--- src/rtl/sr_cmd_debounce.sv ---
// -----------------------------------------------------------------------------
// sr_cmd_debounce
//
// Front end for the SR flip-flop. The raw set and reset request lines are
// synchronized, debounced and rising-edge detected, then arbitrated so the
// flip-flop only ever sees single-cycle s / r pulses that are never high
// together.
//
// Parameters:
//   DEBOUNCE_CYCLES  consecutive synchronized cycles a new level must persist
//                    before the debounced level follows it (2..2**CNT_W)
//   CNT_W            width of each debounce counter
//   SET_WINS         same-cycle tie: 0 = reset command wins, 1 = set wins
//
// Ports:
//   clk          in   rising-edge system clock
//   rst          in   asynchronous active-low reset
//   set_in       in   raw set request (asynchronous, may bounce)
//   reset_in     in   raw reset request (asynchronous, may bounce)
//   s            out  one-cycle set command pulse
//   r            out  one-cycle reset command pulse
//   set_level    out  debounced level of set_in
//   reset_level  out  debounced level of reset_in
//   conflict     out  one-cycle flag: both rose together, loser dropped
// -----------------------------------------------------------------------------
module sr_cmd_debounce #(
    parameter int DEBOUNCE_CYCLES = 16,
    parameter int CNT_W           = 5,
    parameter bit SET_WINS        = 1'b0
) (
    input  logic clk,
    input  logic rst,
    input  logic set_in,
    input  logic reset_in,
    output logic s,
    output logic r,
    output logic set_level,
    output logic reset_level,
    output logic conflict
);

    // Terminal count: the level flips on the edge where the counter already
    // holds DEBOUNCE_CYCLES-1, so the counter never wraps.
    localparam logic [CNT_W-1:0] CNT_MAX = CNT_W'(DEBOUNCE_CYCLES - 1);

    // Channel 0 = set, channel 1 = reset.
    logic [1:0]       raw;
    logic [1:0]       meta;
    logic [1:0]       sync;
    logic [1:0]       level;
    logic [1:0]       prev;
    logic [1:0]       rise;
    logic [CNT_W-1:0] cnt [2];

    assign raw  = {reset_in, set_in};
    assign rise = level & ~prev;

    assign set_level   = level[0];
    assign reset_level = level[1];

    // NOTE: every register in this block is updated with <= so all of them
    // sample the pre-edge values; a blocking assignment here would let the
    // synchronizer collapse into a single flop and skew the edge detector.
    always_ff @(posedge clk or negedge rst) begin
        if (!rst) begin
            // NOTE: the counters are a handful of flops, not a memory, so they
            // are cleared with everything else to drop any partial count.
            meta     <= '0;
            sync     <= '0;
            level    <= '0;
            prev     <= '0;
            for (int ch = 0; ch < 2; ch++) begin
                cnt[ch] <= '0;
            end
            s        <= 1'b0;
            r        <= 1'b0;
            conflict <= 1'b0;
        end else begin
            meta <= raw;
            sync <= meta;
            prev <= level;

            for (int ch = 0; ch < 2; ch++) begin
                if (sync[ch] == level[ch]) begin
                    cnt[ch] <= '0;
                end else if (cnt[ch] == CNT_MAX) begin
                    level[ch] <= sync[ch];
                    cnt[ch]   <= '0;
                end else begin
                    cnt[ch] <= cnt[ch] + CNT_W'(1);
                end
            end

            // On a tie only the winner fires; the loser is discarded, not held.
            s        <= rise[0] & (~rise[1] |  SET_WINS);
            r        <= rise[1] & (~rise[0] | ~SET_WINS);
            conflict <= rise[0] & rise[1];
        end
    end

endmodule

--- config.mk ---
export PLATFORM = sky130hd
export DESIGN_NAME = sr_cmd_debounce
export DESIGN_NICKNAME = d
export VERILOG_FILES = /design/src/rtl/sr_cmd_debounce.sv
export SDC_FILE = /design/constraint.sdc
export NUM_CORES = 1
export LEC_CHECK = 0
export CORE_MARGIN = 2
export CORE_UTILIZATION = 50
export CTS_CLUSTER_DIAMETER = 30
export DETAILED_ROUTE_END_ITERATION = 10
export PLACE_DENSITY = 0.73
export SLEW_MARGIN = 10
export SYNTH_ARGS = -nofsm -noshare
export SYNTH_HDL_FRONTEND = slang
export SYNTH_SLANG_ARGS = --single-unit
--- constraint.sdc ---
create_clock -name clk -period 1.5 [get_ports clk]
set_clock_uncertainty 0.2 [all_clocks]
set_input_delay 0.3 -clock clk [delete_from_list [all_inputs] [get_ports clk]]
set_output_delay 0.3 -clock clk [all_outputs]
set_load 0.03 [all_outputs]
==> metrics.log, run 1 <==
INFO  metric worst_hold_path_type = in2async
INFO  metric routed_via_density = 4.87
INFO  metric vdd.ir_drop.worst = 0.567 mV
INFO  metric synthDominantAreaCellType = sky130_fd_sc_hd__dfrtp_1
INFO  metric power.share.switching = 0.207
INFO  metric fin_hold_ws = 0.131 ns
INFO  metric worstPathArrival = 0.95 ns
INFO  metric ys_top_cells_by_area = sky130_fd_sc_hd__dfrtp_1 69%, sky130_fd_sc_hd__xor2_1 6.9%, sky130_fd_sc_hd__nor2_1 3.5%, sky130_fd_sc_hd__ha_1 3.3%, sky130_fd_sc_hd__mux2_1 3.0%
INFO  metric critPathKind = reg2out
INFO  metric drt-wirelength-per-cell = 12.4 um
INFO  metric yosys.cell_types.count = 17
INFO  metric power.clock.fraction = 0.276
INFO  metric crit_family = flip-flops
INFO  metric fp-row-count = 14
INFO  metric htree_levels = 1
INFO  metric ys_top_cells_by_count = 21 x sky130_fd_sc_hd__dfrtp_1, 7 x sky130_fd_sc_hd__nor2_1, 6 x sky130_fd_sc_hd__xor2_1
INFO  metric design.final.nets = 75
INFO  metric cts.root.buffer_cell = sky130_fd_sc_hd__clkbuf_4
INFO  metric power.net_switching = 186 uW
INFO  metric critPathBufInv = 1
INFO  metric share_of_the_synthesized_area_in_the_top_cell_type = 0.691
INFO  metric asyncSetResetFlopFracSynth = 1.00
INFO  metric maxCapViolations = 0
INFO  metric via_count_of_the_first_global_routing_pass = 413
INFO  metric port_buffer_cells = 8
INFO  metric instances_no_fill = 84
INFO  metric postSynth.topFlopCell = sky130_fd_sc_hd__dfrtp_1
INFO  metric report.final.setup_viol = 0
INFO  metric critical_path.max_fanout = 1
INFO  metric insertion_delay = 0.29 ns
INFO  metric number_of_antenna_violating_nets_in_the_routed_design = 0
INFO  metric list_of_cells_traversed_by_the_critical_path = clkdlybuf4s15_2
INFO  metric grt_max_degree = 22
INFO  metric timing_worst_slew_pin_value = 0.255 ns
INFO  metric maxSlewViolCount = 0
INFO  metric numCtsBuffers = 3
INFO  metric cts-root-to-sink-buffers = 2
INFO  metric crit_path_end_kind = output pin
INFO  metric syn_inst = 54
INFO  metric finalWirelength = 1.04 mm
INFO  metric final_cell_area = 906 sq um
INFO  metric synth_area = 761 sq um
INFO  metric antenna_found_initial = 0
INFO  metric synthMostInstantiatedCell = sky130_fd_sc_hd__dfrtp_1
INFO  metric post_synth.cell_area_avg = 14.1 sq um
INFO  metric synth_enable_flop_cells = 0
INFO  metric sinks_on_clock_net = 21
INFO  metric dpl.hpwl = 777 um
INFO  metric tritoncts = yes
INFO  metric num_antenna_cells = 0
INFO  metric post-route-min-period = 1.45 ns
INFO  metric synth.net_count = 60
INFO  metric clk_transition_reported_paths = 0.10 ns
INFO  metric cp-start-kind = flop
INFO  metric power.leakage = 0.000468 uW
INFO  metric setup_ws = 0.0532 ns
INFO  metric detailroute.via_count = 409
INFO  metric cts-hold-fix-buffers = 0
INFO  metric hold_viol = 0
INFO  metric drc_violation_count_after_routing = 0
INFO  metric globalRoute.totalOverflow = 0
INFO  metric synth.yosys.seq_area_share = 0.691
INFO  metric fin_crit_sh = 0.965
INFO  metric detailedRoute.firstIterationViolations = 3
INFO  metric grt_first_pass_wirelength = 1.83 mm
INFO  metric critical_path.slowest_cell = sky130_fd_sc_hd__dfrtp_1
INFO  metric cp_data_required_time = 1.00 ns
INFO  metric power_density = 993 mW/mm^2
INFO  metric ioPinCount = 9
INFO  metric final_layout_size_suffix_gt1_frac = 0.309
INFO  metric timing.fmax = 691 MHz
INFO  metric initial_core_utilization = 0.517
INFO  metric slew_limit_headroom = 0.830
INFO  metric outcome = complete, no violations
INFO  metric timing.critical_path.slowest_cell_delay = 0.38 ns
INFO  metric internal_power = 714 uW
INFO  metric core-area = 0.00147 sq mm
INFO  metric comb_power_share = 0.060
INFO  metric yosysWarnings = 0
INFO  metric globalRouteTotalUtil = 0.138
INFO  metric width_of_the_die = 43.0 um
INFO  metric place_congestion = 0.694
INFO  metric placed_cells = 79
INFO  metric syn2layout_area_growth = 19.1%
INFO  metric design.die.area = 0.00185 sq mm
INFO  metric power.sequential.fraction = 0.663
INFO  metric postSynthRegisterBits = 21
INFO  metric dp_worst_setup_slack = 0.0177 ns
INFO  metric drtPass1Iterations = 2
INFO  metric floorplan.die.height = 43.0 um
INFO  metric post_place_instance_area = 863 sq um
-- what timing repair did --
action | CTS | global route
pin swaps | 0 | 1
buffers inserted | 0 | 1
hold endpoints to repair | 0 | 0
setup endpoints to repair | 3 | 4
resized for setup | 8 | 6
-- power groups by stage --
stage               Clock, uW  Sequential (uW)  Combinational [uW]
detailed placement          0              608                50.9
finish                    249              597                54.2
global placement            0              607                49.4
global route              297              600                62.0
floorplan                   0              606                25.7
CTS                       260              597                51.0
-- layer usage --
layer  track usage  wire [um]
met5             0          0
met3        0.0511         29
met4        0.0364          0
met2         0.218        544
met1         0.179        464
-- placed cells by master, fill, tap and decap left out --
cell and instances:
sky130_fd_sc_hd__clkdlybuf4s50_1 3, sky130_fd_sc_hd__o21ai_1 1, sky130_fd_sc_hd__nand3_1 2, sky130_fd_sc_hd__clkbuf_2 1, sky130_fd_sc_hd__o21ai_2 1, sky130_fd_sc_hd__buf_4 4, sky130_fd_sc_hd__inv_1 2, sky130_fd_sc_hd__nand3_2 2
sky130_fd_sc_hd__and2b_1 1, sky130_fd_sc_hd__xor2_1 6, sky130_fd_sc_hd__dfrtp_2 1, sky130_fd_sc_hd__nor2_2 3, sky130_fd_sc_hd__clkdlybuf4s15_2 2, sky130_fd_sc_hd__and2_1 1, sky130_fd_sc_hd__and3b_2 1, sky130_fd_sc_hd__clkbuf_1 1
sky130_fd_sc_hd__mux2_1 2, sky130_fd_sc_hd__and3_1 2, sky130_fd_sc_hd__ha_2 2, sky130_fd_sc_hd__nor3b_1 1, sky130_fd_sc_hd__dfrtp_1 20, sky130_fd_sc_hd__clkbuf_4 3, sky130_fd_sc_hd__and2_2 1, sky130_fd_sc_hd__nor2_1 5
-- sequential cells by signal, indices dropped and copies added (netlist names) --
signal,flops
r,1
meta,2
prev,2
s,1
cnt,10
conflict,1
level,2
sync,2
-- final timing paths --
kind	from	endpoint	slack, ns	cells past startpoint
max	conflict	conflict	0.05	1
min	rst	cnt[5]	0.13	2
max reg2reg	cnt[5]	level[0]	0.06	4
min reg2reg	meta[1]	sync[1]	0.16	0
max in group asynchronous	rst	level[0]	0.74	2
min in group clk	meta[1]	sync[1]	0.16	0
-- worst register-to-register path, stage by stage, from the launching register on --
cell and delay (ns):
sky130_fd_sc_hd__dfrtp_1 0.38, sky130_fd_sc_hd__ha_2 0.20, sky130_fd_sc_hd__nand3_2 0.11, sky130_fd_sc_hd__nor2_2 0.10, sky130_fd_sc_hd__mux2_1 0.33
-- layout make-up --
class / count / area [sq um]
repair buffers: 10 / 87.6
inverters: 2 / 7.51
multi-input cells: 31 / 238
well taps: 16 / 20.0
clock buffers: 4 / 26.3
flip-flops and latches: 21 / 527
fillers: 110 / 566
-- per-stage QoR --
stage                TNS, ns  power [uW]  utilization
detailed placement         0         659        0.587
global route        -0.00257         959        0.616
global placement           0         657        0.587
CTS                        0         908        0.606
finish                     0         900        0.616
floorplan                  0         632            -
-- kinds of logic (layout without fill, tap and decap cells) --
group,Yosys count,count (layout),synth area share
adders and majority gates,2,2,0.0329
muxes,2,2,0.0296
AOI/OAI and AO/OA,2,2,0.0181
DFF,21,21,0.691
buffers and inverters,2,16,0.00987
xor gates and xnor gates,6,6,0.0691
and+or+nand+nor,19,19,0.150
No activity file was read; power rests on OpenSTA's default activity.
==> run 2, diff against run 1 <==
- CORE_MARGIN: 2 -> unset
==> run 2 against run 1 <==
Compared with the run above:
- sequential power barely moved
- sequential share of layout area decreased by 1.8 points
- via count up 3.7%
- global-route usage is 1.3 points higher
- hold slack gained 0.0058 ns
- highest routed layer is now met4
- maximum frequency shrank 0.73%
- core utilization up 7.5 points
- design area is 2.9% higher
- flip-flop and latch count unchanged
- non-clock buffer count unchanged
- clock power grew 6%
- power grew 2.3%
==> metrics.log, run 2 (synthesis results as in run 1) <==
INFO  metric critical_path.slowest_cell = sky130_fd_sc_hd__dfrtp_1
INFO  metric critPathKind = reg2out
INFO  metric critPathBufInv = 1
INFO  metric timing.reg2reg.worst_path_depth = 4
INFO  metric detailroute.via_count = 424
INFO  metric grt_first_pass_wirelength = 1.50 mm
INFO  metric final_layout_size_suffix_gt1_frac = 0.294
INFO  metric insertion_delay = 0.30 ns
INFO  metric num_antenna_cells = 0
INFO  metric design.final.nets = 75
INFO  metric cp-start-kind = flop
INFO  metric drtPass1Iterations = 2
INFO  metric maxSlewViolCount = 0
INFO  metric place_congestion = 0.549
INFO  metric drt-wirelength-per-cell = 12.0 um
INFO  metric design_power_total = 920 uW
INFO  metric worst_hold_path_type = in2async
INFO  metric fp-row-count = 13
INFO  metric core-area = 0.00135 sq mm
INFO  metric hold_viol = 0
INFO  metric width_of_the_die = 41.0 um
INFO  metric power.net_switching = 208 uW
INFO  metric worstPathArrival = 0.96 ns
INFO  metric globalRouteTotalUtil = 0.150
INFO  metric power_density = 987 mW/mm^2
INFO  metric routed_via_density = 5.11
INFO  metric port_buffer_cells = 8
INFO  metric post-route-min-period = 1.46 ns
INFO  metric tns = 0 ns
INFO  metric floorplan.die.height = 41.0 um
INFO  metric crit_family = flip-flops
INFO  metric comb_power_share = 0.062
INFO  metric outcome = complete, no violations
INFO  metric power.clock.fraction = 0.286
INFO  metric critical_path.max_fanout = 1
INFO  metric initial_core_utilization = 0.563
INFO  metric timing.critical_path.slowest_cell_delay = 0.38 ns
INFO  metric numCtsBuffers = 3
INFO  metric fin_crit_sh = 0.972
INFO  metric design.die.area = 0.00168 sq mm
INFO  metric slew_limit_headroom = 0.828
INFO  metric list_of_cells_traversed_by_the_critical_path = clkdlybuf4s15_2
INFO  metric power.leakage = 0.000474 uW
INFO  metric power.share.switching = 0.226
INFO  metric globalRoute.totalOverflow = 0
INFO  metric drc_violation_count_after_routing = 0
INFO  metric timing_worst_slew_pin_value = 0.257 ns
INFO  metric clk_transition_reported_paths = 0.11 ns
INFO  metric vdd.ir_drop.worst = 0.730 mV
INFO  metric grt_setup_unrepaired = false
INFO  metric sinks_on_clock_net = 21
INFO  metric tritoncts = yes
INFO  metric cp_data_required_time = 1.00 ns
INFO  metric regToRegSetupSlack = 0.08 ns
INFO  metric maxCapViolations = 0
INFO  metric syn2layout_area_growth = 22.5%
INFO  metric detailedRoute.firstIterationViolations = 2
INFO  metric dpl.hpwl = 671 um
INFO  metric number_of_antenna_violating_nets_in_the_routed_design = 0
INFO  metric htree_levels = 1
INFO  metric grt_max_degree = 22
INFO  metric most-common-layout-cells = 21 x sky130_fd_sc_hd__dfrtp_1, 6 x sky130_fd_sc_hd__xor2_1, 6 x sky130_fd_sc_hd__nor2_1
INFO  metric power.sequential.fraction = 0.652
INFO  metric largest_register_ffs = 10
INFO  metric internal_power = 712 uW
INFO  metric report.final.setup_viol = 0
INFO  metric r2r_end = level[0]
INFO  metric final_common_cell = sky130_fd_sc_hd__dfrtp_1
INFO  metric ioPinCount = 9
INFO  metric timing.fmax = 686 MHz
INFO  metric worstReg2RegStart = cnt[5]
INFO  metric cts-hold-fix-buffers = 0
INFO  metric fin_hold_ws = 0.136 ns
INFO  metric antenna_found_initial = 0
INFO  metric top_register = cnt
INFO  metric crit_path_end_kind = output pin
INFO  metric cts-root-to-sink-buffers = 2
INFO  metric finalWirelength = 1.00 mm
INFO  metric cts.root.buffer_cell = sky130_fd_sc_hd__clkbuf_4
INFO  metric via_count_of_the_first_global_routing_pass = 378
## run 2: worst max path at each step
stage	to	cells past startpoint	startpoint	slack, ns
after detailed placement	conflict	1	conflict	0.03
after global placement	s	1	s	0.03
after floorplan	level[0]	4	cnt[5]	0.13
after CTS	level[0]	4	cnt[5]	0.007
final	s	1	s	0.04
after global routing	level[0]	4	cnt[5]	0.006
## run 2: metrics by stage
step	instance area, sq um	worst slack [ns]	instances	util
finish	932	0.0425	83	0.690
detailed placement	862	0.0256	78	0.639
floorplan	761	0.133	54	-
global placement	862	0.0326	78	0.639
CTS	893	0.00680	82	0.662
global route	932	0.00568	83	0.690
## run 2: routing by layer
metal  up-vias  global-route usage  part of all wire
met5         -                   0                 0
li1        206                   -                 -
met4         0               0.125             0.031
met2        10               0.223              0.47
met3         4              0.0489             0.034
met1       204               0.175              0.46
## run 2: what timing repair did
item                                    in CTS  in global routing
setup buffers                                0                  1
resized for setup                            9                  6
endpoints found under the setup margin       3                  1
pin swaps                                    0                  2
## run 2: power by group through the flow
stage               Combinational [uW]  Clock (uW)  Sequential, uW
finish                            57.1         263             600
floorplan                         25.7           0             606
global route                      66.7         297             604
global placement                  49.4           0             608
CTS                               51.8         269             597
detailed placement                51.4           0             608
## run 2: layout make-up
cell class | instances | area (sq um)
sequential | 21 | 526
fill | 90 | 418
multi-input combinational | 31 | 259
timing repair buffer | 10 | 93.8
clock buffer | 3 | 22.5
tap | 15 | 18.8
inverter | 2 | 7.51
clock inverter | 1 | 5.00
==> run 3, diff against run 2 <==
- CORE_MARGIN: unset -> 2
- CTS_CLUSTER_SIZE: unset -> 25
- REMOVE_ABC_BUFFERS: unset -> 1
==> results of run 3 <==
The final DEF is identical to that of run 1; final timing and power are the same.
